[src/rtl/rf_write_arbiter_pkg.sv]
// rtl/rf_write_arbiter_pkg.sv - shared constants and state encoding for the register-file write arbiter
//
// Contents:
//   DATA_WIDTH        register-file data width
//   ADDRESS_WIDTH     register-file address width
//   RF_WARB_MAX_WAIT  default number of refused p1 cycles before p1 is forced (1..15)
//   warb_state_e      arbiter state: NORMAL (p0 priority) / FORCE_P1 (p1 priority)
package rf_write_arbiter_pkg;

    localparam int DATA_WIDTH       = 32;
    localparam int ADDRESS_WIDTH    = 5;
    localparam int RF_WARB_MAX_WAIT = 4;

    typedef enum logic {
        NORMAL   = 1'b0,
        FORCE_P1 = 1'b1
    } warb_state_e;

endpackage

[src/rtl/rf_warb_starve_ctr.sv]
// rtl/rf_warb_starve_ctr.sv - p1 anti-starvation counter and NORMAL/FORCE_P1 state
//
// Ports:
//   clk       in   system clock, rising edge
//   res       in   synchronous reset, active-high
//   p1_valid  in   p1 has a write pending
//   p1_grant  in   p1 write accepted this cycle (p1_valid && p1_ready)
//   force_p1  out  state is FORCE_P1: p1 owns priority this cycle
module rf_warb_starve_ctr
    import rf_write_arbiter_pkg::*;
#(
    parameter int MAX_WAIT = RF_WARB_MAX_WAIT
) (
    input  logic clk,
    input  logic res,
    input  logic p1_valid,
    input  logic p1_grant,
    output logic force_p1
);

    localparam logic [3:0] MAX_CNT = 4'(MAX_WAIT);

    warb_state_e state, state_next;
    logic [3:0]  wait_cnt, wait_cnt_next;
    logic        p1_refused;

    // A refusal is any cycle where p1 asks and does not win.
    assign p1_refused = p1_valid && !p1_grant;
    assign force_p1   = (state == FORCE_P1);

    always_ff @(posedge clk) begin
        if (res) begin
            state    <= NORMAL;
            wait_cnt <= 4'd0;
        end else begin
            state    <= state_next;
            wait_cnt <= wait_cnt_next;
        end
    end

    always_comb begin
        wait_cnt_next = wait_cnt;
        state_next    = state;

        if (!p1_refused) begin
            wait_cnt_next = 4'd0;
        end else if (wait_cnt < MAX_CNT) begin
            wait_cnt_next = wait_cnt + 4'd1;
        end

        case (state)
            NORMAL: begin
                if (p1_refused && (wait_cnt_next == MAX_CNT)) begin
                    state_next = FORCE_P1;
                end
            end
            FORCE_P1: begin
                // Leave as soon as p1 is served or stops asking.
                if (!p1_valid || p1_grant) begin
                    state_next = NORMAL;
                end
            end
            default: state_next = NORMAL;
        endcase
    end

endmodule

[src/rtl/rf_write_arbiter.sv]
// rtl/rf_write_arbiter.sv - two-source arbiter for the single register-file write port
//
// Optional feature macro: RF_WRITE_ARBITER_BYPASS_EN (read-port forwarding of the in-flight write)
//
// Ports:
//   clk, res                 clock, synchronous active-high reset
//   p0_valid/ready/addr/data execute writeback source (default priority)
//   p1_valid/ready/addr/data late writeback source (loads, multicycle results)
//   rf_we, rf_a3, rf_wd      registered register-file write port
//   p1_forced                high while p1 holds forced priority
//   rd_a1, rd_a2             (bypass only) read addresses
//   rd1_in, rd2_in           (bypass only) register-file read data
//   rd1_fwd, rd2_fwd         (bypass only) read data with in-flight write forwarded
module rf_write_arbiter #(
    parameter int DATA_WIDTH = rf_write_arbiter_pkg::DATA_WIDTH,
    parameter int ADDR_WIDTH = rf_write_arbiter_pkg::ADDRESS_WIDTH,
    parameter int MAX_WAIT   = rf_write_arbiter_pkg::RF_WARB_MAX_WAIT
) (
    input  logic                  clk,
    input  logic                  res,
    input  logic                  p0_valid,
    output logic                  p0_ready,
    input  logic [ADDR_WIDTH-1:0] p0_addr,
    input  logic [DATA_WIDTH-1:0] p0_data,
    input  logic                  p1_valid,
    output logic                  p1_ready,
    input  logic [ADDR_WIDTH-1:0] p1_addr,
    input  logic [DATA_WIDTH-1:0] p1_data,
    output logic                  rf_we,
    output logic [ADDR_WIDTH-1:0] rf_a3,
    output logic [DATA_WIDTH-1:0] rf_wd,
`ifdef RF_WRITE_ARBITER_BYPASS_EN
    input  logic [ADDR_WIDTH-1:0] rd_a1,
    input  logic [ADDR_WIDTH-1:0] rd_a2,
    input  logic [DATA_WIDTH-1:0] rd1_in,
    input  logic [DATA_WIDTH-1:0] rd2_in,
    output logic [DATA_WIDTH-1:0] rd1_fwd,
    output logic [DATA_WIDTH-1:0] rd2_fwd,
`endif
    output logic                  p1_forced
);

    logic force_p1;
    logic p0_grant;
    logic p1_grant;

    rf_warb_starve_ctr #(
        .MAX_WAIT (MAX_WAIT)
    ) u_starve_ctr (
        .clk      (clk),
        .res      (res),
        .p1_valid (p1_valid),
        .p1_grant (p1_grant),
        .force_p1 (force_p1)
    );

    assign p1_forced = force_p1;

    // Readies depend only on valids and state; both are held low in reset so
    // nothing is consumed that the output stage would then discard.
    always_comb begin
        p0_ready = 1'b0;
        p1_ready = 1'b0;
        if (!res) begin
            if (force_p1) begin
                p1_ready = p1_valid;
                p0_ready = p0_valid && !p1_valid;
            end else begin
                p0_ready = p0_valid;
                p1_ready = p1_valid && !p0_valid;
            end
        end
    end

    assign p0_grant = p0_valid && p0_ready;
    assign p1_grant = p1_valid && p1_ready;

    // Address/data hold between grants; x0 writes are consumed but never enabled.
    always_ff @(posedge clk) begin
        if (res) begin
            rf_we <= 1'b0;
            rf_a3 <= '0;
            rf_wd <= '0;
        end else if (p0_grant) begin
            rf_we <= (p0_addr != '0);
            rf_a3 <= p0_addr;
            rf_wd <= p0_data;
        end else if (p1_grant) begin
            rf_we <= (p1_addr != '0);
            rf_a3 <= p1_addr;
            rf_wd <= p1_data;
        end else begin
            rf_we <= 1'b0;
        end
    end

`ifdef RF_WRITE_ARBITER_BYPASS_EN
    // The write on rf_* lands at the next edge; reads this cycle see it early.
    assign rd1_fwd = (rf_we && (rf_a3 == rd_a1) && (rd_a1 != '0)) ? rf_wd : rd1_in;
    assign rd2_fwd = (rf_we && (rf_a3 == rd_a2) && (rd_a2 != '0)) ? rf_wd : rd2_in;
`endif

endmodule

[config.mk]
export PLATFORM = sky130hd
export DESIGN_NAME = rf_write_arbiter
export DESIGN_NICKNAME = d
export VERILOG_FILES = /design/src/rtl/rf_write_arbiter_pkg.sv /design/src/rtl/rf_warb_starve_ctr.sv /design/src/rtl/rf_write_arbiter.sv
export SDC_FILE = /design/constraint.sdc
export NUM_CORES = 1
export LEC_CHECK = 0
export BUFFER_PORTS_ARGS = -buffer_cell sky130_fd_sc_hd__buf_2
export CAP_MARGIN = 20
export CORE_MARGIN = 5
export CORE_UTILIZATION = 25
export DETAILED_ROUTE_END_ITERATION = 10
export HOLD_SLACK_MARGIN = 0.05
export PLACE_DENSITY_LB_ADDON = 0.12
export REMOVE_ABC_BUFFERS = 1
export SLEW_MARGIN = 0
export SYNTH_ARGS = -nofsm -noshare
export SYNTH_HDL_FRONTEND = slang
export SYNTH_HIERARCHICAL = 1
export SYNTH_SLANG_ARGS = --single-unit
[constraint.sdc]
create_clock -name clk -period 2 [get_ports clk]
set_clock_uncertainty 0.05 [all_clocks]
set_input_delay 0.4 -clock clk [delete_from_list [all_inputs] [get_ports clk]]
set_output_delay 0.4 -clock clk [all_outputs]
set_load 0.005 [all_outputs]
==> metrics.csv, run 1 <==
stage,metric,value,unit
run_status,run status,"finished, final reports clean",
cells_and_area,share of layout cells above drive strength 1,48.6,%
global_route,number of global-route vias before repair,2170,
logic_synthesis,main combinational cell family by area after synthesis,compound AO/OA/AOI/OAI gates,
floorplan,die area,9740,sq um
cts,Max Root-Sink Buffers,2,
cells_and_area,fillers,815,
sta,fmax,0.539,GHz
setup_path,Critical Path Max Stage Delay,520,ps
routing,Vias/cell,5.17,
cts,CTS tree,done,
floorplan,Die X,98.7,um
logic_synthesis,Synth area leaders,"dfxtp_1 (44%), o2111a_1 (20%), a221o_1 (19%), buf_2 (2.5%), clkbuf_1 (1.5%)",
floorplan,Cell Rows,32,
setup_path,critical path depth,2,
cts,H-tree depth,2,
logic_synthesis,"flops & latches, synth",43,
cts,clk_lat worst skew,290,ps
pwr,Design Power,1.90,mW
setup_path,CP arrival,1400,ps
logic_synthesis,Simple-Gate Fraction of Synth Area,5.79,%
place,Port Buffers,118,
logic_synthesis,mux cell area share after synthesis,0,%
hold_path,hold path cells,2,
routing,# DRC,0,
global_route,first-pass GRT wire length,10.9,mm
logic_synthesis,library cells used by synthesis,31,
place,routability congestion estimate,0.703,
setup_path,Worst path top cell family by delay,buffers and inverters,
cts,clock slew at reported path FFs,80,ps
cts,CTS Buf Count,5,
logic_synthesis,synthesized area per cell,11.3,sq um
setup_path,"Slowest-stage cell, CP",dfxtp_1,
routing,WL/cell,17.2,um
cells_and_area,most frequent cells in the layout,"buf_2 (118), dfxtp_1 (43), a221o_1 (37), o2111a_1 (35)",
sta,Worst-Margin Slew,411,ps
global_route,initial antenna violation count,0,
sta,TNS Setup,0,ps
setup_path,R2R cell count,4,
place,pre-CTS setup slack,228,ps
floorplan,Ports,119,
sta,Final setup viols,0,
global_route,gr ovfl total,0,
cts,clock tree sinks,43,
pwr,Pwr Density,678,nW/um^2
routing,via count,2015,
logic_synthesis,"area leader, netlist",dfxtp_1,
cts,Post-CTS Hold Buffers,0,
run,MaxCap Viol Count,0,
cells_and_area,"Core Util, Final",36.4,%
routing,WL final,6.69,mm
logic_synthesis,post-synthesis cell count,174,
routing,initial drt markers,100,
setup_path,CP Class,reg2out,
global_route,largest net degree at the start of global routing,37,
cells_and_area,"most common cell after layout, fill and taps aside",buf_2,
cts,post_cts resized,0,
pwr,Max VDD drop,0.000258,V
setup_path,number of buffers and inverters on the critical path,2,
logic_synthesis,Compound-Gate Fraction of Synth Area,43.3,%
setup_path,Critical Path RT,1550,ps
global_route,GRT Util Overall,13.8,%
cells_and_area,area grow syn2layout,42.2,%
sta,Slew Limit Fails,0,
sta,final setup margin,146,ps
floorplan,Initial Util,25.6,%
logic_synthesis,register area share after synthesis,43.8,%
setup_path,crit end category,output port,
floorplan,Die H,98.7,um
logic_synthesis,Post-Synth XOR/XNOR Area,0,%
setup_path,CP max FO,31,
setup_path,critical path cell sequence,"buf_4, buf_2",
sta,Rel. slew slack,71.9,%
logic_synthesis,Synth Cell Area,1970,sq um
cts,Root Driver,clkbuf_8,
routing,Final ANT Viol Nets,0,
logic_synthesis,Ys Warns,6,
cells_and_area,n_diodes,0,
logic_synthesis,Post-Synth Adder-Cell Area,0.636,%
hold_path,Worst Hold Class,in2reg,
pwr,Static Leak,1.38,nW
floorplan,core area,7690,sq um
sta,final hold vios,0,
setup_path,nature of the critical path startpoint,register,
sta,RSZ-0062 raised after global routing,false,
sta,Tcrit/Tclk final,92.7,%
cts,Post-CTS Setup Bufs,0,
sta,final worst path period need,1850,ps
cells_and_area,fin nets,366,
routing,1st-pass router iterations,4,
logic_synthesis,share of the synthesized area in the top cell type,43.8,%
place,hpwl dp,4.75,mm
## Yosys cell counts
cell and count:
nand2_1 2, dfxtp_1 43, a221o_1 37, ha_1 1, clkbuf_1 8, o22ai_1 1, nor3_1 2, nor3_2 1
and3_4 1, a21oi_1 3, or2b_2 1, o211a_1 2, or3_1 1, a211o_1 1, or3b_1 1, a22o_1 1
buf_2 10, buf_1 2, a2111oi_0 2, nor2b_1 1, o21ai_0 2, inv_1 5, o2111a_1 35, nor2_1 4
or3b_4 1, buf_6 1, inv_2 1, nand3b_1 1, nand3_1 1, buf_4 1, nand2b_1 1
## power by group
part	internal, mW	switching (mW)	total [mW]	leakage (nW)
clock network	0.316	0.306	0.621	0.0515
registers	0.915	0.0319	0.947	0.356
logic	0.178	0.150	0.328	0.977
## metal layers
metal	wire [um]	vias up	track usage (%)
met5	0	-	0
met4	72	0	3.26
met3	527	7	5.17
met2	3210	76	22.7
met1	2880	964	17.0
li1	-	968	-
## metrics by stage
step	instance area, sq um	cells	hold slack [ps]
final	2800	390	272
after global routing	2800	390	258
after detailed placement	2700	382	414
after floorplan	1860	152	416
after global placement	2700	382	419
after CTS	2800	390	262
## path summary, 6_finish.rpt
check / from / endpoint / slack (ps)
setup / recovery: u_starve_ctr/force_p1$_SDFF_PP0_ / p1_forced / 150
hold / removal: p0_data[9] / rf_wd[9]$_SDFFE_PP0P_ / 270
setup reg to reg: u_starve_ctr/force_p1$_SDFF_PP0_ / rf_wd[20]$_SDFFE_PP0P_ / 380
hold reg to reg: rf_a3[0]$_SDFFE_PP0P_ / rf_a3[0]$_SDFFE_PP0P_ / 440
## area by class of cell
type / instances / area, sq um / share of cell area, %
Sequential cell: 43 / 861 / 30.8
Multi-Input combinational cell: 103 / 983 / 35.2
Timing Repair Buffer: 128 / 703 / 25.1
Inverter: 6 / 22.5 / 0.805
Tap cell: 102 / 128 / 4.56
Clock buffer: 8 / 100 / 3.58
## cells by family (layout without fill, tap and decap cells)
| logic type | after synthesis | after routing |
|---|---|---|
| compound gates | 84 | 84 |
| fa+ha+maj | 1 | 1 |
| flops | 43 | 43 |
| buf+inv | 28 | 142 |
| simple gates | 18 | 18 |
## state kept, by name, indices dropped and copies added, names as in the netlist
| register | cells |
|---|---|
| rf_a3 | 5 |
| rf_wd | 32 |
| u_starve_ctr/force_p1 | 1 |
| u_starve_ctr/wait_cnt | 4 |
| rf_we | 1 |
Note: power is estimated with default switching activity, not from simulation.
==> inputs of run 2 (changes only) <==
--- a/config.mk
+++ b/config.mk
@@ -10,7 +10,9 @@
 export CORE_MARGIN = 5
 export CORE_UTILIZATION = 25
 export DETAILED_ROUTE_END_ITERATION = 10
+export GPL_TIMING_DRIVEN = 0
 export HOLD_SLACK_MARGIN = 0.05
+export MAX_ROUTING_LAYER = met4
 export PLACE_DENSITY_LB_ADDON = 0.12
 export REMOVE_ABC_BUFFERS = 1
 export SLEW_MARGIN = 0
==> constraint.sdc (replaced) <==
create_clock -name clk -period 2 [get_ports clk]
set_clock_uncertainty 0.05 [all_clocks]
set_input_delay 0.4 -clock clk [delete_from_list [all_inputs] [get_ports clk]]
set_output_delay 0.4 -clock clk [all_outputs]
set_load 0.1 [all_outputs]
==> run 2 against run 1 <==
Register-to-register slack worse by 60 ps; final area is 0.54% lower; cell count is 1.0% lower; fmax is 4.9% lower; non-clock buffer count is 6 lower; setup slack worse by 96 ps; utilization is 0.20 points lower; clock power is 13% lower; sequential cell count stayed put; combinational power is 130% higher.
==> metrics.csv, run 2 (synthesized netlist as in run 1, its figures left out) <==
stage,metric,value,unit
pwr,Clock power frac,24.2,%
global_route,number of global-route vias before repair,2214,
sta,Hold Worst Slack,274,ps
global_route,first-pass GRT wire length,11.4,mm
sta,Worst-Margin Slew,858,ps
cells_and_area,n_diodes,0,
hold_path,hold path startpoint,p0_data[4],
routing,Vias/cell,5.33,
floorplan,die area,9740,sq um
sta,fmax,0.513,GHz
place,Post-DP Area,2640,sq um
global_route,largest net degree at the start of global routing,43,
sta,Final setup viols,0,
setup_path,r2r startpoint,u_starve_ctr/force_p1$_SDFF_PP0_,
routing,# DRC,0,
pwr,Static Leak,1.36,nW
routing,1st-pass router iterations,4,
setup_path,R2R cell count,3,
cells_and_area,fillers,814,
place,routability congestion estimate,0.690,
cells_and_area,fin nets,362,
setup_path,CP Class,in2out,
pwr,combinational share of power,33.6,%
pwr,power share of the sequential group,42.2,%
cts,clk_lat worst skew,290,ps
place,hpwl dp,4.40,mm
sta,RSZ-0062 raised after global routing,false,
routing,WL final,7.12,mm
sta,final worst path period need,1950,ps
cts,H-tree depth,2,
cts,CTS tree,done,
cells_and_area,largest register by flop count,rf_wd,
place,DP Cell Count,374,
place,Port Buffers,118,
pwr,Sw Share,40.3,%
sta,final hold vios,0,
sta,Tcrit/Tclk final,97.5,%
sta,TNS Setup,0,ps
cells_and_area,Regs by FF count,"rf_wd: 32 flops, rf_a3: 5 flops, u_starve_ctr/wait_cnt: 4 flops",
routing,WL/cell,18.4,um
cts,Max Root-Sink Buffers,2,
cells_and_area,most frequent cells in the layout,"buf_2 (115), dfxtp_1 (42), a221o_1 (37), o2111a_1 (35), clkbuf_8 (5)",
global_route,gr ovfl total,0,
cells_and_area,design area,2780,sq um
sta,Rel. slew slack,42.6,%
floorplan,Die H,98.7,um
setup_path,nature of the critical path startpoint,primary input,
pwr,Pwr Density,804,nW/um^2
pwr,Max VDD drop,0.000279,V
cells_and_area,"most common cell after layout, fill and taps aside",buf_2,
cells_and_area,max FFs per register,32,
run,MaxCap Viol Count,0,
run_status,run status,"finished, final reports clean",
pwr,NetSw,0.903,mW
setup_path,crit end category,output port,
cts,Root Driver,clkbuf_8,
setup_path,Critical Path Max Stage Delay,410,ps
setup_path,"Slowest-stage cell, CP",buf_4,
setup_path,critical path cell sequence,"buf_4, nand2_2, and3_4, buf_6",
cells_and_area,area grow syn2layout,41.5,%
hold_path,Worst Hold Class,in2reg,
routing,initial drt markers,101,
floorplan,Die X,98.7,um
setup_path,Critical Path RT,1550,ps
global_route,GRT Util Overall,15.0,%
cells_and_area,fin cells,386,
floorplan,core area,7690,sq um
global_route,initial antenna violation count,0,
sta,Slew Limit Fails,0,
setup_path,CP max FO,42,
setup_path,FF-to-FF End,rf_wd[8]$_SDFFE_PP0P_,
floorplan,Cell Rows,32,
pwr,Internal,1.34,mW
cts,Post-CTS Hold Buffers,0,
cts,clock slew at reported path FFs,80,ps
cells_and_area,share of layout cells above drive strength 1,48.6,%
cts,clock tree sinks,43,
pwr,Design Power,2.24,mW
hold_path,hold path cells,2,
setup_path,Worst R2R Setup Slack,320,ps
setup_path,CP arrival,1500,ps
hold_path,WHS Endpoint,rf_wd[4]$_SDFFE_PP0P_,
routing,Final ANT Viol Nets,0,
routing,via count,2059,
floorplan,Initial Util,25.6,%
floorplan,Ports,119,
cts,CTS Buf Count,5,
run 2: final cells by class:
cell class	count	area [sq um]	share of cell area, %
clock inverter	1	5.00	0.180
sequential	43	865	31.1
tap	102	128	4.59
clock buffer	7	76.3	2.74
timing repair buffer	122	679	24.4
inverter	6	28.8	1.03
multi-input combinational	105	1000	36.0
run 2: worst max-delay path: cells and delay by family:
| family | cells | cell delay, ps |
|---|---|---|
| simple gates | 2 | 470 |
| buf+inv | 2 | 610 |
run 2: worst max-delay path by stage:
| stage | from | endpoint | slack, ps | depth (start not counted) |
|---|---|---|---|---|
| final | p1_valid | p0_ready | 50 | 4 |
| after global routing | p0_valid | p1_ready | 20 | 4 |
| after CTS | u_starve_ctr/force_p1$_SDFF_PP0_ | p0_ready | 50 | 3 |
| after detailed placement | res | p0_ready | -810 | 5 |
| after global placement | p1_valid | rf_wd[11]$_SDFFE_PP0P_ | -1450 | 3 |
| after floorplan | u_starve_ctr/force_p1$_SDFF_PP0_ | p1_ready | -820 | 1 |
run 2: metrics by stage:
stage | setup WS (ps) | util [%]
global placement | -1450 | 33.5
detailed placement | -808 | 34.4
global route | 15.4 | 36.2
CTS | 52.3 | 36.2
floorplan | -819 | -
finish | 50.8 | 36.2
run 2: repair_timing:
item / CTS / global route
gates resized for setup: 8 / 0
buffers inserted: 2 / 0
setup endpoints to repair: 40 / 0
run 2: per-layer routing:
layer	vias to the layer above	routed length [um]	track usage [%]
met5	-	0	-
met4	0	93	3.47
met3	12	323	3.18
li1	975	-	-
met1	990	3240	19.2
met2	82	3450	24.3
run 2: power by group through the flow:
stage / registers [mW] / clock network, mW / logic [mW]
2_1_floorplan: 1.38 / 0 / 0.128
3_3_place_gp: 0.966 / 0 / 0.732
3_5_place_dp: 0.964 / 0 / 0.745
4_1_cts: 0.945 / 0.570 / 0.756
5_1_grt: 0.953 / 0.604 / 0.783
6_report: 0.945 / 0.541 / 0.753
==> inputs of run 3 (changes only) <==
--- a/config.mk
+++ b/config.mk
@@ -14,7 +14,6 @@
 export HOLD_SLACK_MARGIN = 0.05
 export MAX_ROUTING_LAYER = met4
 export PLACE_DENSITY_LB_ADDON = 0.12
-export REMOVE_ABC_BUFFERS = 1
 export SLEW_MARGIN = 0
 export SYNTH_ARGS = -nofsm -noshare
 export SYNTH_HDL_FRONTEND = slang
==> run 3 against run 2 <==
Wire length about the same; fmax rose by 0.88%; non-clock buffer count grew 16; highest routed layer unchanged.
==> metrics.csv, run 3 (synthesized netlist as in run 1, its figures left out) <==
stage,metric,value,unit
cts,Max Root-Sink Buffers,2,
logic_synthesis,Mapped Nets,253,
cts,Root Driver,clkbuf_8,
floorplan,Ports,119,
sta,Slew Limit Fails,0,
sta,final hold vios,0,
run_status,run status,"finished, final reports clean",
sta,fmax,0.518,GHz
floorplan,Initial Util,25.6,%
cts,Post-CTS Hold Buffers,0,
cells_and_area,n_diodes,0,
floorplan,core area,7690,sq um
setup_path,r2r startpoint,u_starve_ctr/force_p1$_SDFF_PP0_,
sta,Final setup viols,0,
cells_and_area,Regs by FF count,"rf_wd: 32 flops, rf_a3: 5 flops, u_starve_ctr/wait_cnt: 4 flops",
cts,H-tree depth,2,
sta,Worst-Margin Slew,687,ps
cells_and_area,area grow syn2layout,42.9,%
floorplan,Die X,98.7,um
setup_path,crit end category,output port,
cts,clock tree sinks,43,
routing,Final ANT Viol Nets,0,
global_route,first-pass GRT wire length,11.2,mm
cts,clk_lat worst skew,300,ps
sta,final setup margin,67.9,ps
setup_path,R2R cell count,5,
setup_path,Critical Path RT,1550,ps
setup_path,FF-to-FF End,u_starve_ctr/force_p1$_SDFF_PP0_,
pwr,Static Leak,1.39,nW
cells_and_area,"Core Util, Final",36.6,%
global_route,initial antenna violation count,0,
cells_and_area,Storage cell area,865,sq um
routing,# DRC,0,
routing,WL/cell,17.8,um
place,hpwl dp,5.34,mm
cts,CTS Buf Count,5,
hold_path,hold path startpoint,p0_data[25],
routing,Vias/cell,5.08,
floorplan,Cell Rows,32,
run,MaxCap Viol Count,0,
cells_and_area,fillers,826,
cells_and_area,largest register by flop count,rf_wd,
cells_and_area,"most common cell after layout, fill and taps aside",buf_2,
pwr,Design Power,2.33,mW
cells_and_area,fin nets,376,
place,routability congestion estimate,0.773,
sta,Rel. slew slack,54.0,%
routing,WL final,7.11,mm
floorplan,Die H,98.7,um
setup_path,CP max FO,10,
sta,final worst path period need,1930,ps
hold_path,WHS Endpoint,rf_wd[25]$_SDFFE_PP0P_,
cells_and_area,max FFs per register,32,
global_route,GRT Util Overall,14.8,%
setup_path,CP Class,reg2out,
global_route,largest net degree at the start of global routing,20,
setup_path,nature of the critical path startpoint,register,
pwr,Pwr Density,829,nW/um^2
sta,Tcrit/Tclk final,96.6,%
place,pre-CTS setup slack,-219,ps
cells_and_area,most frequent cells in the layout,"buf_2 (123), dfxtp_1 (42), a221o_1 (37), o2111a_1 (35)",
pwr,Max VDD drop,0.000310,V
hold_path,hold path cells,2,
global_route,number of global-route vias before repair,2153,
cts,CTS tree,done,
setup_path,Worst R2R Setup Slack,220,ps
routing,1st-pass router iterations,4,
floorplan,die area,9740,sq um
setup_path,CP arrival,1480,ps
sta,RSZ-0062 raised after global routing,false,
cells_and_area,multi-input logic area,985,sq um
hold_path,Worst Hold Class,in2reg,
place,Port Buffers,118,
cells_and_area,share of layout cells above drive strength 1,48.3,%
global_route,gr ovfl total,0,
routing,initial drt markers,66,
routing,via count,2031,
cts,clock slew at reported path FFs,90,ps
## run 3: report_power, final
group	internal, mW	total [mW]	switching [mW]
registers	0.914	0.945	0.0311
clock network	0.316	0.632	0.316
logic	0.176	0.753	0.577
## run 3: worst max path at each step
stage	startpoint	endpoint	slack [ps]	cells past startpoint
after global placement	res	p1_ready	-220	6
after detailed placement	res	p1_ready	-220	6
final	u_starve_ctr/force_p1$_SDFF_PP0_	p0_ready	70	4
after CTS	p1_valid	p1_ready	6	5
after floorplan	u_starve_ctr/force_p1$_SDFF_PP0_	u_starve_ctr/force_p1$_SDFF_PP0_	70	6
after global routing	p1_valid	p1_ready	10	5
## run 3: critical path, cell delays in order (launching register included)
cell	delay (ps)
dfxtp_4	360
nand2_1	90
and3_4	200
clkbuf_2	280
buf_8	240
## run 3: what timing repair did
action	4_1_cts	5_1_grt
endpoints found under the setup margin	3	2
gates resized for setup	3	4
setup buffers	0	0
pin swaps	0	0
## run 3: routing by layer
layer  routed length (um)  share of wire (%)  GRT usage, %
met1                 3190                 45          18.7
met2                 3360                 47          23.8
met3                  473                6.6          3.89
met4                   95                1.3          3.57
met5                    0                  0             -
## run 3: through the flow
step           instances  hold slack [ps]  TNS [ps]  cell area, sq um
4_1_cts              400              252         0              2800
3_3_place_gp         394              417      -407              2700
5_1_grt              400              262         0              2810
2_1_floorplan        174              416         0              1980
3_5_place_dp         394              412      -360              2700
6_report             400              263         0              2810
## run 3: area by class of cell
class                   count  area share, %
plain buffers              20           3.70
clock buffers               8           3.56
inverters                   6          0.801
multi-input cells         103           35.0
flip-flops and latches     43           30.8
well taps                 102           4.54
repair buffers            118           21.6
